`config.mk`:
```
export PLATFORM = sky130hd
export DESIGN_NAME = sa_tile_ctrl
export DESIGN_NICKNAME = d
export VERILOG_FILES = /design/src/rtl/sa_tile_ctrl.sv
export SDC_FILE = /design/constraint.sdc
export NUM_CORES = 1
export LEC_CHECK = 0
export CAP_MARGIN = 40
export CORE_UTILIZATION = 25
export DETAILED_ROUTE_END_ITERATION = 8
export GPL_TIMING_DRIVEN = 0
export PLACE_DENSITY_LB_ADDON = 0.12
export SYNTH_ARGS = -nofsm -noshare
export SYNTH_HDL_FRONTEND = slang
export SYNTH_SLANG_ARGS = --single-unit
```
`constraint.sdc`:
```
create_clock -name clk -period 6.11 [get_ports clk]
set_input_delay 0.611 -clock clk [delete_from_list [all_inputs] [get_ports clk]]
set_output_delay 0.611 -clock clk [all_outputs]
set_load 0.02 [all_outputs]
```
`src/rtl/sa_tile_ctrl.sv`:
```
// Tile sequencer for a weight-stationary NxN systolic array: loads each K-tile's weights,
// streams skewed activation vectors, strobes column outputs, drains, and pulses done.
module sa_tile_ctrl #(
  parameter int N        = 16,
  parameter int CNT_W    = 16,
  parameter int WBUF_LAT = 1,
  parameter int OUT_LAT  = 16
) (
  input  logic             clk,
  input  logic             rst_n,
  input  logic             start,
  input  logic [CNT_W-1:0] cfg_m,
  input  logic [CNT_W-1:0] cfg_tiles,
  input  logic             act_avail,
  output logic             busy,
  output logic             done,
  output logic             w_rd_en,
  output logic [CNT_W-1:0] w_rd_addr,
  output logic             sa_load_w,
  output logic             act_rd_en,
  output logic [CNT_W-1:0] act_rd_addr,
  output logic [N-1:0]     row_valid,
  output logic             sa_valid_in,
  output logic [N-1:0]     out_col_en,
  output logic             out_accum
);
  localparam int DL = OUT_LAT + N;
  localparam logic [7:0] WLAST = 8'(WBUF_LAT - 1);
  localparam logic [CNT_W:0] ONE_W = (CNT_W+1)'(1);

  typedef enum logic [2:0] {S_IDLE, S_WLOAD, S_WWAIT, S_STREAM, S_DRAIN, S_FIN} state_t;

  state_t           state_q, state_d;
  logic [CNT_W-1:0] m_q, m_d, tiles_q, tiles_d, tile_q, tile_d, vec_q, vec_d;
  logic [7:0]       wcnt_q, wcnt_d;
  logic [DL-1:0]    dl_q, dl_d;
  logic             issue, wlast, last_vec, last_tile;

  assign issue     = (state_q == S_STREAM) && act_avail && (vec_q < m_q);
  assign wlast     = (wcnt_q == WLAST);
  assign last_vec  = (({1'b0, vec_q} + ONE_W) == {1'b0, m_q});
  assign last_tile = (({1'b0, tile_q} + ONE_W) >= {1'b0, tiles_q});
  // One shift line carries the issue bit: low taps skew the rows, high taps strobe the columns.
  assign dl_d      = {dl_q[DL-2:0], issue};

  always_ff @(posedge clk or negedge rst_n) begin
    if (!rst_n) begin
      state_q <= S_IDLE;
      m_q     <= '0;
      tiles_q <= '0;
      tile_q  <= '0;
      vec_q   <= '0;
      wcnt_q  <= '0;
      dl_q    <= '0;
    end else begin
      state_q <= state_d;
      m_q     <= m_d;
      tiles_q <= tiles_d;
      tile_q  <= tile_d;
      vec_q   <= vec_d;
      wcnt_q  <= wcnt_d;
      dl_q    <= dl_d;
    end
  end

  always_comb begin
    state_d = state_q;
    m_d     = m_q;
    tiles_d = tiles_q;
    tile_d  = tile_q;
    vec_d   = vec_q;
    wcnt_d  = wcnt_q;
    case (state_q)
      S_IDLE: begin
        if (start) begin
          m_d     = cfg_m;
          tiles_d = cfg_tiles;
          tile_d  = '0;
          vec_d   = '0;
          state_d = (cfg_m == '0 || cfg_tiles == '0) ? S_FIN : S_WLOAD;
        end
      end
      S_WLOAD: begin
        wcnt_d  = '0;
        state_d = S_WWAIT;
      end
      S_WWAIT: begin
        wcnt_d = wcnt_q + 8'd1;
        if (wlast) begin
          vec_d   = '0;
          state_d = S_STREAM;
        end
      end
      S_STREAM: begin
        if (issue) begin
          vec_d = vec_q + CNT_W'(1);
          if (last_vec) state_d = S_DRAIN;
        end
      end
      S_DRAIN: begin
        // Leave only once the line will be empty, so the next weight load never meets live psums.
        if (dl_d == '0) begin
          if (last_tile) begin
            state_d = S_FIN;
          end else begin
            tile_d  = tile_q + CNT_W'(1);
            state_d = S_WLOAD;
          end
        end
      end
      S_FIN:   state_d = S_IDLE;
      default: state_d = S_IDLE;
    endcase
  end

  always_comb begin
    busy        = (state_q != S_IDLE);
    done        = (state_q == S_FIN);
    w_rd_en     = (state_q == S_WLOAD);
    w_rd_addr   = (state_q == S_WLOAD) ? tile_q : '0;
    sa_load_w   = (state_q == S_WWAIT) && wlast;
    act_rd_en   = issue;
    act_rd_addr = issue ? vec_q : '0;
    out_accum   = (state_q != S_IDLE) && (tile_q != '0);
  end

  assign row_valid   = dl_q[N-1:0];
  assign sa_valid_in = dl_q[0];
  assign out_col_en  = dl_q[DL-1:OUT_LAT];

endmodule

```
After elaboration in Yosys (flattened, before gate mapping)
Cells that the tools add are included.
- $add $sub $neg: 5
- eq/ne operators: 12
- reductions and logical operators: 19
- order comparisons: 2
- multiplexer cells: 18
- operators with widths (operator ; count):
    $mux 16 ; 7
    $pmux 16 s3 ; 1
    $add 16x1->17 const B ; 2
    $add 16x1->16 const B ; 2
    $logic_not 16->1 ; 2
    $logic_not 32->1 ; 1
    $pmux 16 s2 ; 1
    $mux 3 ; 7
    $eq 17x16->1 ; 1
    $ge 17x16->1 ; 1
    $lt 16x16->1 ; 1
    $pmux 8 s2 ; 1
    $reduce_bool 16->1 ; 1
    $pmux 3 s5 ; 1
    $ne 2x2->1 const B ; 6
    $add 8x1->8 const B ; 1
    $logic_not 8->1 ; 1
    $reduce_and 4->1 ; 2
    $eq 3x2->1 const B ; 2
    $eq 3x3->1 const B ; 2
    $reduce_bool 3->1 ; 2
    $reduce_and 5->1 ; 1
    $logic_and 1x1->1 ; 4
    $reduce_bool 2->1 ; 2
    4 further kinds ; 4
- logic and storage cells: 63
- bits of input ports: 36
- output and inout port bits: 71
- flip-flop bits (word level): 107

Logic depth before layout (Yosys ltp)
- word-level depth: 6
- gate-level depth with buffers: 15
- gate-level depth less buffers: 13

Worst setup path after synthesis
Ideal clock, no wire load.
- path kind: reg-to-reg
- start point: reg tile_q[3]
- end point: reg tile_q[10]
- cell stages (with the launch flop): 16
- required time: 5.985 ns
- path buffers: 2
- arrival: 3.206 ns
- library setup time: 0.125 ns
- setup slack: 2.779 ns
- period minus slack after synthesis: 3.331 ns
- cell sequence: dfrtp_1 -> buf_4 -> and4_1 -> nand4_1 -> nor2_1 -> and3_1 -> xor2_1 -> ha_1 -> nand4_1 -> nor4_1 -> a211o_1 -> a211oi_1 -> nor2b_4 -> o22a_4 -> buf_6 -> mux2_4
- word-level cells in the longest chain between the ends: 4
- elaborated cells between the ends (all ways): 8
- those cells by class: add/sub (2); order compare (1); eq/ne (1); mux (3); reduce/logical (1)
- RTL lines (item ; RTL line ; text):
    start: declaration ; 34 ; logic [CNT_W-1:0] m_q, m_d, tiles_q, tiles_d, tile_q, tile_d, vec_q, vec_d;
    start signal: assignment ; 59 ; tile_q <= tile_d;
    $add 16x1->17 / $add 16x1->16 (equally long branches) ; 42, 106 ;
    $ge 17x16->1 / $mux 16 (equally long branches) ; 42, 103 ;
    $ne 2x2->1 (no line) / $mux 16 (equally long branches) ; - ;
    $reduce_and 4->1 (no line) / $pmux 16 s2 (equally long branches) ; - ;
Parallel ways exist; a longest one is shown, timed or not. The select of a mux whose other input is x is not followed.
A chain may end at the register's enable or synchronous reset.

Final worst setup path
- start point: reg vec_q[9]
- end point: out act_rd_addr[11]
- word-level cells in the longest chain between the ends: 3
- RTL lines (item ; RTL line ; text):
    start: declaration ; 34 ;
    start signal: assignment ; 60 ; vec_q <= vec_d;
    $lt 16x16->1 ; 39 ; assign issue = (state_q == S_STREAM) && act_avail && (vec_q < m_q);
    $logic_and 1x1->1 ; 39 ;
    $mux 16 ; 123 ; act_rd_addr = issue ? vec_q : '0;
    end: declaration ; 21 ; output logic [CNT_W-1:0] act_rd_addr,
Every way passes these cells.

==> impl_metrics.yaml <==
timing:
  rsz0062_at_grt: "false"
  finalHoldViolCount: 0
  worst_clock_skew_ps: 11.6
  drv_slew: 0
  slew_headroom: 0.546
  setup-tns-final_ps: 0
  period_share: 0.721
  whs_ps: 135
  fin_ws_ps: 1700
  tightestPinTransition_ps: 675
  setup-violations-final: 0
  fmax_mhz: 227
  fin_crit_ps: 4410
setup_path:
  arrival_ps: 3800
  required_ps: 5500
  start_kind: "flip-flop"
  path_class: "flip-flop to primary output"
  critPathMaxFanout: 11
  cp-end-kind: "primary output"
yosys:
  synthesis.nets: 702
  async_reset_ff_frac: 1.00
  ys_warn_count: 0
  ys_types: 56
  synth.avg_cell_area_sq_um: 9.60
  ys_seq_area_frac: 0.443
  synthCells: 629
  synthFlopType: "dfrtp_1"
  syn_area_sq_mm: 0.00604
  synth-seq-cells: 107
  synth-edff-count: 0
clock_tree:
  holdBufCountCts: 0
  cts_buffer_depth: 2
  cts_tree: "built"
  clock_latency_ps: 360
  cts.sinks: 107
  h-tree-depth: 3
  cts_resized: 0
  cts_root_buf: "clkbuf_16"
  clkSlewWorstSetupHoldPaths_ps: 80
  post_cts_buffers: 0
  numCtsBuffers: 9
drt:
  wl_per_cell_microns: 16.5
  drc_errors: 0
  avgViaCountPerCell: 4.67
  drt_first_pass_iters: 4
  vias: 5002
  drtAntennaViolNets: 0
  first_iter_violations: 256
  wl_microns: 17600
power:
  p_leak_nw: 3.44
  pwr_density_cell_mw_per_mm2: 219
  vdd_ir_drop_max_uv: 110
  p_total_mw: 1.71
place:
  dpl.cell_count: 1055
  hpwl_microns: 13500
  numPortBuffers: 106
  dp_slack_ps: 2070
  place_area_sq_mm: 0.00753
  place.gp.congestion: 0.812
grt:
  grt_pass1_vias: 5109
  antenna_found_initial: 0
  overflow: 0
  grt_use_total: 0.149
  grt_max_degree: 75
  grt_pass1_wl_microns: 28100
cells_and_area:
  area_delta_synth_final_pct: 29.7
  utilization: 0.332
  n_fill_cell: 2473
  drive_gt1_frac: 0.0705
  postLayoutCellArea_sq_mm: 0.00783
  layout_commonest_cell: "dfrtp_1"
  antenna_cells: 0
  layout_common_cells: "dfrtp_1 (107), clkdlybuf4s50_1 (105), o21ai_0 (64)"
  final_nets: 820
  finalNonFillerCells: 1071
floorplan:
  die_h_microns: 157
  coreArea_sq_mm: 0.0236
  start_util: 0.256
  die_area_sq_mm: 0.0248
  placementRows: 56
  die_w_microns: 157
  io_pins: 107
outcome:
  status: "finished, final reports clean"
flow_run:
  maxCapViolCount: 0
worst_hold_path:
  min_path_type: "input port to asynchronous set/reset pin"
[cell families (layout without fill, tap and decap cells)]
| kind of cell | count (synthesis) | in the layout | share of synthesized area |
|---|---|---|---|
| mux | 16 | 16 | 0.0334 |
| simple gates | 237 | 237 | 0.219 |
| xor+xnor | 37 | 37 | 0.0537 |
| compound gates | 121 | 121 | 0.123 |
| flops | 107 | 107 | 0.443 |
| fa+ha+maj | 37 | 37 | 0.0767 |
| buf+inv | 74 | 197 | 0.0512 |
[metal layers]
metal	track usage	wire (microns)	vias up
li1	-	-	2459
met1	0.200	8380	2399
met2	0.242	8150	127
met3	0.0245	849	17
met4	0.0481	263	0
met5	0	0	-
[registers in the layout, summed over array words and instances, names as in the netlist]
register  flops
tiles_q      16
wcnt_q        8
m_q          16
vec_q        16
dl_q         32
tile_q       16
state_q       3
[final cells by class]
| class | instances | area (sq um) | area share |
|---|---|---|---|
| multi-input combinational | 448 | 3050 | 0.390 |
| sequential | 107 | 2680 | 0.342 |
| timing repair buffer | 107 | 1090 | 0.139 |
| tap | 319 | 399 | 0.0510 |
| clock buffer | 9 | 225 | 0.0288 |
| inverter | 45 | 169 | 0.0216 |
| buffer | 29 | 140 | 0.0179 |
| clock inverter | 7 | 80.1 | 0.0102 |
[report_power, final]
| part | switching [mW] | total [mW] | internal (mW) |
|---|---|---|---|
| clock network | 0.310 | 0.603 | 0.292 |
| registers | 0.0284 | 0.768 | 0.740 |
| logic | 0.193 | 0.343 | 0.150 |
| total | 0.531 | 1.71 | 1.18 |
[path summary, 6_finish.rpt]
kind / start / endpoint / slack (ps) / depth (start not counted)
setup / recovery: vec_q[9]$_DFFE_PN0P_ / act_rd_addr[11] / 1700 / 10
hold / removal: rst_n / dl_q[17]$_DFF_PN0_ / 130 / 1
setup reg to reg: tile_q[4]$_DFFE_PN0P_ / tile_q[6]$_DFFE_PN0P_ / 2310 / 14
hold reg to reg: dl_q[20]$_DFF_PN0_ / dl_q[21]$_DFF_PN0_ / 400 / 0
max in group asynchronous: rst_n / wcnt_q[2]$_DFFE_PN0P_ / 5260 / 2
min in group clk: dl_q[20]$_DFF_PN0_ / dl_q[21]$_DFF_PN0_ / 400 / 0
[cells in the mapped netlist (all sizes together) (5+ instances only)]
cell type  count  share of area
and2          36          0.037
xnor2         23          0.033
mux2          12          0.027
xor2          14          0.020
a31oi          5         0.0052
nand3         18          0.016
nor3          15          0.014
a21oi         15          0.012
buf           14          0.013
nand2         58          0.036
o22a          15          0.023
and4           6         0.0087
dfrtp        107           0.44
nand4         19          0.022
nor2b         12          0.014
o21ai         64          0.053
nor4          21          0.025
and3          11          0.011
inv           45          0.028
ha            37          0.077
clkbuf        15         0.0097
nor2          30          0.019
[critical path, stage by stage (launching register included)]
cell             delay [ps]
dfrtp_1                 470
ha_1                    330
a21oi_1                 130
nor2_1                   60
a211oi_1                460
o211ai_1                250
a21o_1                  220
inv_1                   190
clkbuf_1                490
and2_1                  220
clkdlybuf4s50_1         610
No activity file was read; power rests on OpenSTA's default activity.
